`config.mk`:
```
export PLATFORM = sky130hd
export DESIGN_NAME = addsub_arbiter
export DESIGN_NICKNAME = d
export VERILOG_FILES = /design/src/rtl/addsub_ctrl_pkg.sv /design/src/rtl/addsub_16bit.sv /design/src/rtl/addsub_arbiter.sv
export SDC_FILE = /design/constraint.sdc
export NUM_CORES = 1
export LEC_CHECK = 0
export BUFFER_PORTS_ARGS = -buffer_cell sky130_fd_sc_hd__buf_4
export CORE_MARGIN = 3
export CORE_UTILIZATION = 50
export DETAILED_ROUTE_END_ITERATION = 10
export PLACE_DENSITY = 0.73
export RECOVER_POWER = 100
export SETUP_SLACK_MARGIN = 0.15
export SYNTH_ARGS = -nofsm -noshare
export SYNTH_HDL_FRONTEND = slang
export SYNTH_HIERARCHICAL = 1
export SYNTH_SLANG_ARGS = --single-unit
```
`constraint.sdc`:
```
create_clock -name clk -period 6.9 [get_ports clk]
set_input_delay 0.345 -clock clk [delete_from_list [all_inputs] [get_ports clk]]
set_output_delay 0.345 -clock clk [all_outputs]
set_load 0.1 [all_outputs]
```
`src/rtl/addsub_ctrl_pkg.sv`:
```
// Shared encodings for the addsub arbiter: opcodes, FSM states and the
// adder control bundle decoded from an opcode.
package addsub_ctrl_pkg;

  localparam int WIDTH = 16;

  typedef enum logic [1:0] {
    OP_ADD    = 2'b00,
    OP_SUB    = 2'b01,
    OP_PADDSB = 2'b10,
    OP_RED    = 2'b11
  } op_e;

  typedef enum logic [1:0] {
    ST_IDLE = 2'b00,
    ST_EXEC = 2'b01,
    ST_RESP = 2'b10
  } state_e;

  typedef struct packed {
    logic padd;
    logic red;
    logic sub;
  } ctrl_t;

  function automatic ctrl_t decode_op(input op_e op);
    ctrl_t c;
    c = '0;
    case (op)
      OP_SUB:    c.sub  = 1'b1;
      OP_PADDSB: c.padd = 1'b1;
      OP_RED:    c.red  = 1'b1;
      default:   c      = '0;
    endcase
    return c;
  endfunction

endpackage

```
`src/rtl/addsub_16bit.sv`:
```
// Saturating 16-bit add/sub, parallel signed-nibble saturating add and a
// signed byte-sum reduction saturated to 8 bits and sign-extended.
module addsub_16bit
  import addsub_ctrl_pkg::*;
(
  input  logic [WIDTH-1:0] a_i,
  input  logic [WIDTH-1:0] b_i,
  input  logic             padd_i,
  input  logic             red_i,
  input  logic             sub_i,
  output logic [WIDTH-1:0] s_o
);

  logic [15:0] b_eff;
  logic [16:0] wide_sum;
  logic [15:0] full_sat;
  logic [15:0] nib_sat;
  logic [9:0]  red_sum;
  logic [7:0]  red_sat;

  // Subtraction is a + ~b + 1 evaluated one bit wider so overflow is visible.
  assign b_eff    = sub_i ? ~b_i : b_i;
  assign wide_sum = {a_i[15], a_i} + {b_eff[15], b_eff} + {16'd0, sub_i};
  assign full_sat = (wide_sum[16] != wide_sum[15])
                  ? (wide_sum[16] ? 16'h8000 : 16'h7FFF)
                  : wide_sum[15:0];

  for (genvar g = 0; g < 4; g++) begin : g_nib
    logic [4:0] nib_sum;
    assign nib_sum = {a_i[4*g+3], a_i[4*g +: 4]} + {b_i[4*g+3], b_i[4*g +: 4]};
    assign nib_sat[4*g +: 4] = (nib_sum[4] != nib_sum[3])
                             ? (nib_sum[4] ? 4'h8 : 4'h7)
                             : nib_sum[3:0];
  end

  assign red_sum = {{2{a_i[7]}},  a_i[7:0]}  + {{2{a_i[15]}}, a_i[15:8]}
                 + {{2{b_i[7]}},  b_i[7:0]}  + {{2{b_i[15]}}, b_i[15:8]};
  assign red_sat = (red_sum[9:7] == 3'b000 || red_sum[9:7] == 3'b111)
                 ? red_sum[7:0]
                 : (red_sum[9] ? 8'h80 : 8'h7F);

  assign s_o = red_i  ? {{8{red_sat[7]}}, red_sat} :
               padd_i ? nib_sat : full_sat;

endmodule

```
`src/rtl/addsub_arbiter.sv`:
```
// Round-robin sharing of one addsub_16bit between two requesters, with
// registered operands/result and a valid/ready response per requester.
module addsub_arbiter
  import addsub_ctrl_pkg::*;
#(
  parameter int WIDTH = addsub_ctrl_pkg::WIDTH,
  parameter int NREQ  = 2
) (
  input  logic             clk,
  input  logic             rst,
  input  logic             req0_valid,
  output logic             req0_ready,
  input  logic [1:0]       req0_op,
  input  logic [WIDTH-1:0] req0_a,
  input  logic [WIDTH-1:0] req0_b,
  output logic             rsp0_valid,
  input  logic             rsp0_ready,
  output logic [WIDTH-1:0] rsp0_data,
  input  logic             req1_valid,
  output logic             req1_ready,
  input  logic [1:0]       req1_op,
  input  logic [WIDTH-1:0] req1_a,
  input  logic [WIDTH-1:0] req1_b,
  output logic             rsp1_valid,
  input  logic             rsp1_ready,
  output logic [WIDTH-1:0] rsp1_data,
  output logic             busy
);

  state_e           state_q, state_d;
  logic             rr_ptr_q, rr_ptr_d;
  logic             owner_q, owner_d;
  op_e              op_q, op_d;
  logic [WIDTH-1:0] a_q, a_d;
  logic [WIDTH-1:0] b_q, b_d;
  logic [WIDTH-1:0] result_q, result_d;

  logic [NREQ-1:0]  valid_vec;
  logic             grant;
  logic             accept;
  logic             own_rsp_ready;
  logic [WIDTH-1:0] adder_s;
  ctrl_t            ctrl;

  assign valid_vec = {req1_valid, req0_valid};

  // NOTE: every always_comb output gets a default first so no path leaves
  // it unassigned, which is what would otherwise infer a latch.
  always_comb begin
    grant = rr_ptr_q;
    case (valid_vec)
      2'b01:   grant = 1'b0;
      2'b10:   grant = 1'b1;
      default: grant = rr_ptr_q;
    endcase
  end

  assign req0_ready    = !rst && (state_q == ST_IDLE) && !grant && req0_valid;
  assign req1_ready    = !rst && (state_q == ST_IDLE) &&  grant && req1_valid;
  assign accept        = req0_ready || req1_ready;
  assign own_rsp_ready = owner_q ? rsp1_ready : rsp0_ready;

  assign ctrl = decode_op(op_q);

  addsub_16bit u_addsub (
    .a_i    (a_q),
    .b_i    (b_q),
    .padd_i (ctrl.padd),
    .red_i  (ctrl.red),
    .sub_i  (ctrl.sub),
    .s_o    (adder_s)
  );

  always_comb begin
    state_d  = state_q;
    rr_ptr_d = rr_ptr_q;
    owner_d  = owner_q;
    op_d     = op_q;
    a_d      = a_q;
    b_d      = b_q;
    result_d = result_q;
    case (state_q)
      ST_IDLE: begin
        if (accept) begin
          owner_d  = grant;
          rr_ptr_d = ~grant;
          op_d     = op_e'(grant ? req1_op : req0_op);
          a_d      = grant ? req1_a : req0_a;
          b_d      = grant ? req1_b : req0_b;
          state_d  = ST_EXEC;
        end
      end
      ST_EXEC: begin
        result_d = adder_s;
        state_d  = ST_RESP;
      end
      ST_RESP: begin
        if (own_rsp_ready) state_d = ST_IDLE;
      end
      default: state_d = ST_IDLE;
    endcase
  end

  // NOTE: sequential state uses non-blocking assignments only, so every
  // register samples the pre-edge values regardless of statement order.
  always_ff @(posedge clk) begin
    if (rst) begin
      state_q  <= ST_IDLE;
      rr_ptr_q <= 1'b0;
      owner_q  <= 1'b0;
      op_q     <= OP_ADD;
      a_q      <= '0;
      b_q      <= '0;
      result_q <= '0;
    end else begin
      state_q  <= state_d;
      rr_ptr_q <= rr_ptr_d;
      owner_q  <= owner_d;
      op_q     <= op_d;
      a_q      <= a_d;
      b_q      <= b_d;
      result_q <= result_d;
    end
  end

  assign rsp0_valid = (state_q == ST_RESP) && !owner_q;
  assign rsp1_valid = (state_q == ST_RESP) &&  owner_q;
  assign rsp0_data  = rsp0_valid ? result_q : '0;
  assign rsp1_data  = rsp1_valid ? result_q : '0;
  assign busy       = (state_q != ST_IDLE);

endmodule

```
======== Word-level counts from Yosys, hierarchy flattened ========
Index checks and enable logic that the tools add are counted.
cells by class
  add/sub/neg operators ................... 9
  eq/ne operators ......................... 15
  mux-type cells .......................... 28
  bitwise operators ....................... 2
  reductions and logical operators ........ 17
operator list
  kind                  count
  $mux W16              9
  $mux W4               8
  $add A4 B4 Y5         4
  $add A16 B16 Y17      1
  $add A17 B1 Y17       1
  $mux W8               2
  $not A16 Y16          1
  $add A10 B10 Y10      1
  $add A9 B8 Y10        1
  $add A8 B8 Y9         1
  $eq A2 B2 Y1 const B  4
  $logic_and A1 B1 Y1   7
  $eq A2 B1 Y1 const B  3
  $mux W2               3
  $pmux W2 S3           1
  $ne A1 B1 Y1          5
  $mux W1               4
  $ne A2 B2 Y1 const B  2
  $reduce_and A2 Y1     2
  $eq A3 B3 Y1 const B  1
  $logic_not A1 Y1      3
  $logic_not A3 Y1      1
  $logic_not A2 Y1      1
  $logic_or A1 B1 Y1    2
  other kinds (3)       3
storage, ports and cells
  register bits after elaboration ......... 54
  input port bits ......................... 74
  output and inout bits ................... 37
  logic and storage cells ................. 78

======== Logic depth before layout (Yosys ltp) ========
  word-level depth ........................ 9
  gate-level depth with buffers ........... 15

======== By module ========
The synthesis kept the hierarchy.
modules (own cells, without submodules)
  module          instances  cells each  area an instance (µm²)  seq. area each (µm²)
  addsub_16bit    1          427         3186.8                  0.0
  addsub_arbiter  1          293         2741.4                  1081.0

======== Least setup slack after synthesis ========
No wires, ideal clock.
  kind .................................... reg-to-reg
  start point ............................. register a_q[1]
  end point ............................... register result_q[5]
  setup time .............................. 0.070 ns
  arrival time ............................ 4.198 ns
  data required time ...................... 6.830 ns
  setup slack ............................. 2.632 ns
  stages on the path, launching flop included .. 16
  path buffers ............................ 0
  cell sequence ........................... dfxtp_1 inv_1 fa_1 inv_1 fa_1 ha_1 fa_1 a211o_1 a21o_1 a2111o_1 and3b_4 o41ai_4 a31oi_1 a211oi_1 nand2_1 a21oi_1
on the way
  word-level cells in the longest chain between the ends .. 7
  elaborated cells between the ends (all ways) .. 15
  those cells by class .................... add/sub (5); eq/ne (2); mux (6); reduce/logical (2)
ends and longest elaborated chain
  element                                           line                   source
  from (decl)                                       addsub_arbiter.sv:34   logic [WIDTH-1:0] a_q, a_d;
  from (signal assigned)                            addsub_arbiter.sv:112  a_q <= '0;
  from (signal assigned)                            addsub_arbiter.sv:120  a_q <= a_d;
  $add A8 B8 Y9                                     addsub_16bit.sv:36     assign red_sum = {{2{a_i[7]}}, a_i[7:0]} + {{2{a_i[15]}}, a_i[15:8]}
  $add A9 B8 Y10                                    addsub_16bit.sv:37     + {{2{b_i[7]}}, b_i[7:0]} + {{2{b_i[15]}}, b_i[15:8]};
  $add A10 B10 Y10                                  addsub_16bit.sv:37
  $eq A3 B3 Y1 or $logic_not A3 Y1 (tied branches)  addsub_16bit.sv:38     assign red_sat = (red_sum[9:7] == 3'b000 || red_sum[9:7] == 3'b111)
  $logic_or A1 B1 Y1                                addsub_16bit.sv:38
  $mux W8                                           addsub_16bit.sv:39     ? red_sum[7:0]
  $mux W16 *                                        addsub_16bit.sv:42     assign s_o = red_i ? {{8{red_sat[7]}}, red_sat} :
  net adder_s[5]                                    addsub_arbiter.sv:42   logic [WIDTH-1:0] adder_s;
  to (signal assigned)                              addsub_arbiter.sv:122  result_q <= result_d;
  to (decl)                                         addsub_arbiter.sv:36   logic [WIDTH-1:0] result_q, result_d;
The timed path passes the listed nets; every way through them passes the cells marked *.
A chain may end at the register's enable or synchronous reset.

======== Final worst setup path ========
  start point ............................. register a_q[1]
  end point ............................... register result_q[1]
The elaborated chain is that of the path after synthesis.

==> flow_metrics.env <==
export IMPL_status="finished with violations"
export IMPL_violations="max-capacitance violations, max-slew violations"
export IMPL_overflow=0
export IMPL_cts_hold_buf=0
export IMPL_cts_root_buf="clkbuf_16"
export IMPL_slew_violations=150
export IMPL_relSlewSlack=-0.565
export IMPL_critPathKind="reg2reg"
export IMPL_synth_top_cell_area_share=0.182
export IMPL_die_height_um=115
export IMPL_leakagePower_nw=3.06
export IMPL_cpPeakStageDelay_ns=0.91
export IMPL_synthToLayoutAreaGrowth_pct=12.7
export IMPL_insertion_delay_ns=0.30
export IMPL_maxCapViolCount=4
export IMPL_yosysUniqueCellTypes=67
export IMPL_diodes=0
export IMPL_clkTransAtPathRegs_ns=0.08
export IMPL_synth_seq_cells=54
export IMPL_cts_buffers=5
export IMPL_setup_viol=0
export IMPL_htreeDepth=2
export IMPL_clock_sinks=54
export IMPL_clock_path_buffers=2
export IMPL_worstPathRequired_ns=7.12
export IMPL_power_density_nw_per_um2=237
export IMPL_ioPinCount=111
export IMPL_core_um2=11500
export IMPL_synthFlopType="dfxtp_1"
export IMPL_cpMostUsedCell="fa_1"
export IMPL_syn_num_nets=864
export IMPL_fillCellCount=1108
export IMPL_cp_slowest_cell="o41ai_1"
export IMPL_routed_wl_um=16800
export IMPL_holdCritPathClass="in2reg"
export IMPL_place_detailed_hpwl_um=13800
export IMPL_nets=949
export IMPL_die_area_um2=13200
export IMPL_grt_pass1_wl_um=27200
export IMPL_wl_per_cell_um=17.7
export IMPL_finalHoldViolCount=0
export IMPL_dieWidth_um=115
export IMPL_multi_input_area_um2=4270
export IMPL_synthTopCellsByArea="dfxtp_1, ha_1, fa_1"
export IMPL_cts_tree="built"
export IMPL_avgSynthCellArea_um2=8.23
export IMPL_initialDrtViolationCount=313
export IMPL_grt_use_total=0.256
export IMPL_critPathArrivalTime_ns=5.33
export IMPL_synth_edf_count=0
export IMPL_crit_buf_inv=2
export IMPL_post_route_period_util=0.741
export IMPL_preCtsSetupSlack_ns=2.25
export IMPL_start_kind="register"
export IMPL_port_buffers=110
export IMPL_crit_family="compound AO/OA/AOI/OAI gates"
export IMPL_crit_chain="inv_1 -> fa_1 -> inv_1 -> fa_1 -> ha_1 -> fa_1 -> a211o_1 -> a21o_1 -> a2111o_1 -> and3b_4 -> o41ai_1 -> o21ai_0 -> a31oi_1 -> nand2_1 -> a21oi_1"
export IMPL_drtAntennaViolNets=0
export IMPL_post_cts_buffers=0
export IMPL_cts_repair_resized=0
export IMPL_path_max_fanout=7
export IMPL_end_kind="register"
export IMPL_synth_top_area_cell="dfxtp_1"
export IMPL_synthCells=720
export IMPL_skew_ns=0.0153
export IMPL_worst_slew_pin_slew_ns=2.35
export IMPL_start_util=0.515
export IMPL_drt_first_pass_iters=5
export IMPL_antenna_found_initial=0
export IMPL_vias=5535
export IMPL_ys_seq_area_frac=0.182
export IMPL_gp_congestion=0.968
export IMPL_drc=0
export IMPL_tns_ns=0
export IMPL_grt_max_degree=55
export IMPL_postSynth_asyncResetShare=0
export IMPL_max_vdd_ir_drop_v=0.000151
export IMPL_max_freq_mhz=196
export IMPL_yosysWarningCount=6
export IMPL_via_per_inst=5.83
export IMPL_grt_pass1_vias=5305
export IMPL_netlist_area_um2=5930
export IMPL_seqCellArea_um2=1080
export IMPL_fp_row_count=39
export IMPL_rsz0062_at_grt="false"
export IMPL_drive_above_1_share=0.122
export IMPL_finalCriticalPeriod_ns=5.11
export IMPL_timing_final_ws_setup_ns=1.79
## through the flow
stage	area, um2	instances	hold WS, ns	power (mW)	utilization
6_report	6680	949	0.355	1.58	0.580
5_1_grt	6680	949	0.386	1.70	0.580
4_1_cts	6970	949	0.359	1.60	0.606
3_5_place_dp	6800	941	0.457	1.29	0.591
3_3_place_gp	6800	941	0.453	1.28	0.591
2_1_floorplan	5930	720	0.440	1.07	-
## tightest hold or removal path, cell delays in order
cell	delay [ns]
buf_4	0.08
mux2i_1	0.05
nand3b_1	0.08
a21oi_1	0.06
## logic make-up after synthesis
logic type	synth area share
buf+inv	0.0751
xor+xnor	0.0502
compound gates	0.246
fa+ha+maj	0.176
mux	0.0713
flops	0.182
simple gates	0.199
## final timing paths
kind / from / to / slack, ns / cells after the start
hold reg to reg: result_q[15]$_SDFFE_PP0N_ / result_q[15]$_SDFFE_PP0N_ / 0.47 / 2
hold / removal: rsp0_ready / state_q[1]$_SDFFE_PP0P_ / 0.35 / 4
setup / recovery: a_q[1]$_SDFFE_PP0P_ / result_q[1]$_SDFFE_PP0N_ / 1.79 / 15
setup reg to reg: a_q[1]$_SDFFE_PP0P_ / result_q[1]$_SDFFE_PP0N_ / 1.79 / 15
## power by group
group / switching [mW] / internal [mW] / leakage, nW
clock: 0.125 / 0.174 / 0.0819
combinational: 0.518 / 0.363 / 2.54
sequential: 0.0514 / 0.349 / 0.442
total: 0.694 / 0.885 / 3.06
## cell type report
class,count,area share
multi-input combinational,560,0.639
sequential,54,0.162
timing repair buffer,116,0.108
inverter,68,0.0382
tap,143,0.0268
clock buffer,5,0.0187
clock inverter,3,0.00730
## sequential cells by signal, indices dropped and copies added (netlist names)
signal    cells
rr_ptr_q      1
result_q     16
state_q       2
a_q          16
owner_q       1
op_q          2
b_q          16
## cells in the mapped netlist, types with 3 or more instances
cell type	instances
inv_1	68
a21oi_1	56
dfxtp_1	54
nand2_1	51
nor3_1	50
ha_1	48
mux2i_1	40
and2_1	37
a211oi_2	29
fa_1	22
xor2_1	22
clkbuf_1	20
nor2_1	18
o21ai_0	17
nor2b_1	16
a211oi_1	14
a21o_1	12
nand3_1	12
xnor2_1	12
buf_2	10
o21a_1	8
nand2b_1	6
o211ai_1	6
a31oi_1	5
o221ai_1	5
o31ai_1	5
a2111oi_0	4
and3_1	4
buf_6	4
nand4_1	4
or3_1	4
a2111o_1	3
a211o_1	3
nand3b_1	3
o21ai_1	3
o311ai_0	3
## cell usage in the layout, fill, tap and decap left out, types with 3 or more instances in the layout
cell type / count
a2111oi_0: 4
o31ai_1: 5
nor3_1: 50
a211oi_1: 39
mux2i_1: 39
inv_1: 68
nand3b_1: 3
or3_1: 4
and2_1: 37
clkbuf_16: 5
nand4_1: 4
a211oi_2: 4
ha_1: 48
nand2_1: 51
xnor2_1: 12
a211o_1: 3
xor2_1: 22
nor2_1: 18
o311ai_0: 3
o221ai_1: 5
nand2b_1: 6
clkbuf_1: 40
buf_4: 76
a21o_1: 12
and3_1: 4
a21oi_1: 56
a31oi_1: 5
o21ai_0: 19
nand3_1: 12
o21a_1: 8
nor2b_1: 16
fa_1: 22
o211ai_1: 6
dfxtp_1: 54
a2111o_1: 3
## routing by layer
| layer | vias to the layer above | wire, um | track usage |
|---|---|---|---|
| met2 | 213 | 7710 | 0.413 |
| met5 | - | 0 | 0 |
| met4 | 0 | 486 | 0.0767 |
| met1 | 2540 | 7560 | 0.353 |
| li1 | 2753 | - | - |
| met3 | 29 | 1030 | 0.0395 |
Power figures use the tool's default switching activity.
